<file path="config.mk">
export PLATFORM = sky130hd
export DESIGN_NAME = mem_ctrl
export DESIGN_NICKNAME = d
export VERILOG_FILES = /design/src/rtl/mem_ctrl.sv
export SDC_FILE = /design/constraint.sdc
export NUM_CORES = 1
export LEC_CHECK = 0
export CAP_MARGIN = 20
export CELL_PAD_IN_SITES_DETAIL_PLACEMENT = 1
export CELL_PAD_IN_SITES_GLOBAL_PLACEMENT = 1
export CORE_MARGIN = 5
export CORE_UTILIZATION = 38
export DETAILED_ROUTE_END_ITERATION = 10
export MAX_ROUTING_LAYER = met4
export PLACE_DENSITY_LB_ADDON = 0.15
export SLEW_MARGIN = 5
export SYNTH_ARGS = -nofsm -noshare
export SYNTH_HDL_FRONTEND = slang
export SYNTH_SLANG_ARGS = --single-unit
</file>
<file path="constraint.sdc">
create_clock -name clk -period 8.9 [get_ports clk]
set_input_delay 0.89 -clock clk [delete_from_list [all_inputs] [get_ports clk]]
set_output_delay 0.89 -clock clk [all_outputs]
set_load 0.03 [all_outputs]
</file>
<file path="src/rtl/mem_ctrl.sv">
// mem_ctrl: arbitrates IF and MEM onto a byte-wide synchronous RAM, serialising word/half/byte transfers.
module mem_ctrl #(
  parameter int ADDR_W = 17
) (
  input  logic              clk,
  input  logic              rst,
  input  logic              if_req,
  input  logic [31:0]       if_addr,
  output logic [31:0]       if_data,
  output logic              if_done,
  input  logic              mem_req,
  input  logic              mem_write,
  input  logic [3:0]        mem_byte,
  input  logic [31:0]       mem_addr,
  input  logic [31:0]       mem_wdata,
  output logic [31:0]       mem_rdata,
  output logic              mem_done,
  output logic              busy,
  output logic [ADDR_W-1:0] ram_a,
  output logic              ram_wr,
  output logic [7:0]        ram_din,
  input  logic [7:0]        ram_dout
);
  localparam logic [1:0] IDLE = 2'd0, XFER = 2'd1, LAST = 2'd2, DONE = 2'd3;
  logic [1:0] state, idx, nm1, idx_m1, n_dec;
  logic own_mem, wr;
  logic [ADDR_W-1:0] addr;
  logic [31:0] wdata, rbuf, last_word;
  logic unused_addr_bits;
  assign unused_addr_bits = ^{if_addr[31:ADDR_W], mem_addr[31:ADDR_W]};
  assign n_dec = mem_byte == 4'b0001 ? 2'd0 : mem_byte == 4'b0011 ? 2'd1 : 2'd3;
  assign idx_m1 = idx - 2'd1;
  // rbuf is cleared on accept, so bytes beyond N stay zero in the merged word
  assign last_word = rbuf | ({24'd0, ram_dout} << {nm1, 3'b000});
  assign busy = state != IDLE;
  assign ram_wr = state == XFER && wr;
  assign ram_a = state == XFER ? addr + ADDR_W'(idx) : '0;
  assign ram_din = ram_wr ? wdata[{idx, 3'b000} +: 8] : 8'd0;
  assign if_done = state == DONE && !own_mem;
  assign mem_done = state == DONE && own_mem;
  always_ff @(posedge clk or posedge rst) begin
    if (rst) begin
      state <= IDLE;
      idx <= '0;
      nm1 <= '0;
      own_mem <= 1'b0;
      wr <= 1'b0;
      addr <= '0;
      wdata <= '0;
      rbuf <= '0;
      if_data <= '0;
      mem_rdata <= '0;
    end else begin
      case (state)
        IDLE: if (mem_req || if_req) begin
          state <= XFER;
          idx <= 2'd0;
          rbuf <= '0;
          own_mem <= mem_req;
          wr <= mem_req && mem_write;
          addr <= mem_req ? mem_addr[ADDR_W-1:0] : if_addr[ADDR_W-1:0];
          wdata <= mem_wdata;
          nm1 <= mem_req ? n_dec : 2'd3;
        end
        XFER: begin
          idx <= idx + 2'd1;
          if (!wr && idx != 2'd0) rbuf[{idx_m1, 3'b000} +: 8] <= ram_dout;
          if (idx == nm1) state <= wr ? DONE : LAST;
        end
        LAST: begin
          state <= DONE;
          if (own_mem) mem_rdata <= last_word;
          else if_data <= last_word;
        end
        default: state <= IDLE;
      endcase
    end
  end
endmodule

</file>
==> flow_summary_export.csv <==
group,metric,value,unit
run_status,outcome,"complete, no violations",
route,vias,5815,
critical_path,slowest_stage,"dfrtp_1",
critical_path,required,8.01,ns
logic_synthesis,synth_top_family_by_area,"simple AND/OR/NAND/NOR gates",
route,wl_per_cell,17.7,um
floorplan,die_area,21200,um2
logic_synthesis,synth_nets,864,
final_layout,post_route_cells_drive_above_1_share,7.02,%
floorplan,core.rowCount,49,
sta,relSlewSlack,33.8,%
critical_path,crit_fanout,19,
power,powerDensity,357,nW/um2
grt,grt_pass1_wl,32.8,mm
grt,antenna_found_initial,1,
logic_synthesis,ys_async_sr_fraction,100,%
clock_network,cts_tree,"done",
power,total_leakage_power,4.06,nW
critical_path,path_class,"reg2out",
sta,final.setup.tns,0,ns
final_layout,area_growth,35.2,%
critical_path,cp_slowest_stage_delay,0.99,ns
floorplan,core,18000,um2
critical_path,startpoint_type,"register",
clock_network,cts.htree.levels,4,
job,maxCapViolCount,0,
final_layout,finalNetCount,1015,
logic_synthesis,synth.area.mux_share,5.33,%
route,drc,0,
clock_network,path_clk_slew,0.06,ns
route,viasPerCell,5.16,
placed_design,gp_congestion,0.786,
logic_synthesis,synth-simple-area-share,18.9,%
sta,worst_slew_pin_slew,0.993,ns
logic_synthesis,synth.avg_cell_area,9.48,um2
logic_synthesis,yosysWarnings,0,
route,ant_nets,0,
logic_synthesis,synth_ff_type,"dfrtp_1",
critical_path,arrival,3.65,ns
route,first_pass_iters,4,
sta,maxSlewViolCount,0,
critical_path,critical_path.cell_chain,"ha_1 -> fa_1 -> nand3_2 -> or4_1 -> a21oi_1 -> clkdlybuf4s50_1",
placed_design,dp_hpwl,14.1,mm
sta,rsz0062_at_grt,"no",
clock_network,clock-root-buffer,"clkbuf_16",
sta,period_share,51.0,%
clock_network,cts_buffer_depth,2,
logic_synthesis,synth_xor_area_share,1.50,%
clock_network,cts_buffers,17,
logic_synthesis,synth_edf_count,0,
power,p_total,0.00337,W
logic_synthesis,yosysSeqAreaShare,54.8,%
clock_network,cts.sinks,153,
logic_synthesis,synth-seq-cells,153,
grt,overflow,0,
floorplan,die_height,146,um
logic_synthesis,synth_cells,738,
placed_design,io_buffers,175,
sta,min_period,4.54,ns
route,wl,19.9,mm
sta,fmax,220,MHz
floorplan,ios,206,
logic_synthesis,ys_types,49,
sta,finalHoldViolCount,0,
floorplan,die_width,146,um
logic_synthesis,synthAdderAreaFrac,2.43,%
grt,grt_pass1_vias,6418,
sta,holdWs,0.475,ns
sta,setup_violations,0,
logic_synthesis,synth_compound_area_share,13.3,%
grt,grt_max_degree,98,
clock_network,clkLatencyLatePin,0.42,ns
power,peakVddDrop,0.000177,V
critical_path,crit_path_end_kind,"output port",
grt,track_usage,19.4,%
clock_network,cts_resized,0,
hold_path,hold_class,"reg2reg",
route,drtIter0Drc,258,
clock_network,hold_buffers,0,
floorplan,start_util,38.8,%
sta,clock_skew,0.0111,ns
logic_synthesis,synth_area,6990,um2
clock_network,cts_setup_buffers,0,
## synth_stat cells, types with 3 or more instances
library cell / count / area [um2]
dfrtp_1: 153 / 3830
mux2i_1: 17 / 170
mux4_2: 8 / 180
nor2b_1: 4 / 25.0
xor2_1: 10 / 87.6
clkbuf_1: 25 / 93.8
nor2_1: 47 / 176
clkbuf_2: 9 / 45.0
nand3_1: 5 / 25.0
nand4_1: 5 / 31.3
o21ai_0: 79 / 395
buf_4: 3 / 22.5
nand2_1: 208 / 781
o221ai_1: 3 / 26.3
ha_1: 12 / 150
buf_2: 5 / 25.0
a22o_1: 8 / 70.1
inv_1: 7 / 26.3
and2_1: 14 / 87.6
a21oi_1: 71 / 355
buf_1: 7 / 26.3
## routing by layer
layer | share of wire, % | GRT usage [%] | vias up
met3 | 4.7 | 4.80 | 18
met4 | 1.1 | 4.66 | 0
met2 | 51 | 33.3 | 128
li1 | - | - | 2767
met5 | 0 | - | -
met1 | 43 | 23.1 | 2902
## sequential cells by signal, summed over array words and instances, names as in the netlist
name       flops
addr          17
rbuf          32
mem_rdata     32
wr             1
nm1            2
wdata         32
if_data       32
own_mem        1
state          2
idx            2
## cell families after synthesis
kind of cell | Yosys count
fa+ha+maj | 13
flops | 153
xor+xnor | 12
simple gates | 303
compound gates | 171
mux | 27
buf+inv | 59
## cells in the final DEF, fill, tap and decap left out, types with 4 or more instances in the layout
master / n
inv_1: 6
o21ai_0: 79
ha_1: 12
nand3_1: 5
nand2_1: 208
xor2_1: 10
nor2_1: 46
nand4_1: 5
a21oi_1: 71
a22o_1: 8
and2_1: 13
mux4_2: 8
mux2i_1: 17
dfrtp_1: 153
clkdlybuf4s50_1: 175
clkbuf_16: 17
clkinvlp_4: 4
nor2b_1: 4
buf_4: 6
## path summary, 6_finish.rpt
path | slack [ns] | from | to | depth (start not counted)
setup / recovery | 4.36 | idx[0]$_DFFE_PP0P_ | ram_a[16] | 6
hold / removal | 0.48 | wdata[30]$_DFFE_PP0P_ | wdata[30]$_DFFE_PP0P_ | 2
setup reg to reg | 5.85 | idx[0]$_DFFE_PP0P_ | rbuf[14]$_DFFE_PP0P_ | 6
hold reg to reg | 0.48 | wdata[30]$_DFFE_PP0P_ | wdata[30]$_DFFE_PP0P_ | 2
max in group asynchronous | 6.59 | rst | wdata[21]$_DFFE_PP0P_ | 3
min in group asynchronous | 1.03 | rst | mem_rdata[10]$_DFFE_PP0P_ | 2
## per-stage QoR
stage               setup slack, ns  utilization (%)  cell area, um2  std cells
detailed placement             4.73             49.1            8850       1095
CTS                            4.28             52.1            9390       1123
global placement               4.78             49.1            8850       1095
finish                         4.36             52.4            9450       1128
global route                   4.14             52.4            9450       1128
floorplan                      3.89                -            6990        738
## worst max-delay path, delay by kind of cell (launching register included)
family                   cells  cell delay, ns
AO/OA/AOI/OAI                1            0.16
flip-flops                   1            0.99
AND/OR/NAND/NOR              2            0.69
buffers and inverters        1            0.70
adder cells (fa/ha/maj)      2            0.68
## power breakdown
part | switching, W | internal [W]
logic | 0.000924 | 0.000612
registers | 0.000211 | 0.000953
clock network | 0.000284 | 0.000387
## final cells by class
type | count | area, um2
fillers | 2023 | 8570
flip-flops and latches | 153 | 3830
multi-input cells | 526 | 2920
repair buffers | 183 | 1840
clock buffers | 18 | 439
well taps | 229 | 287
clock inverters | 10 | 100
inverters | 8 | 35.0
diodes | 1 | 2.50
Power figures use the tool's default switching activity.
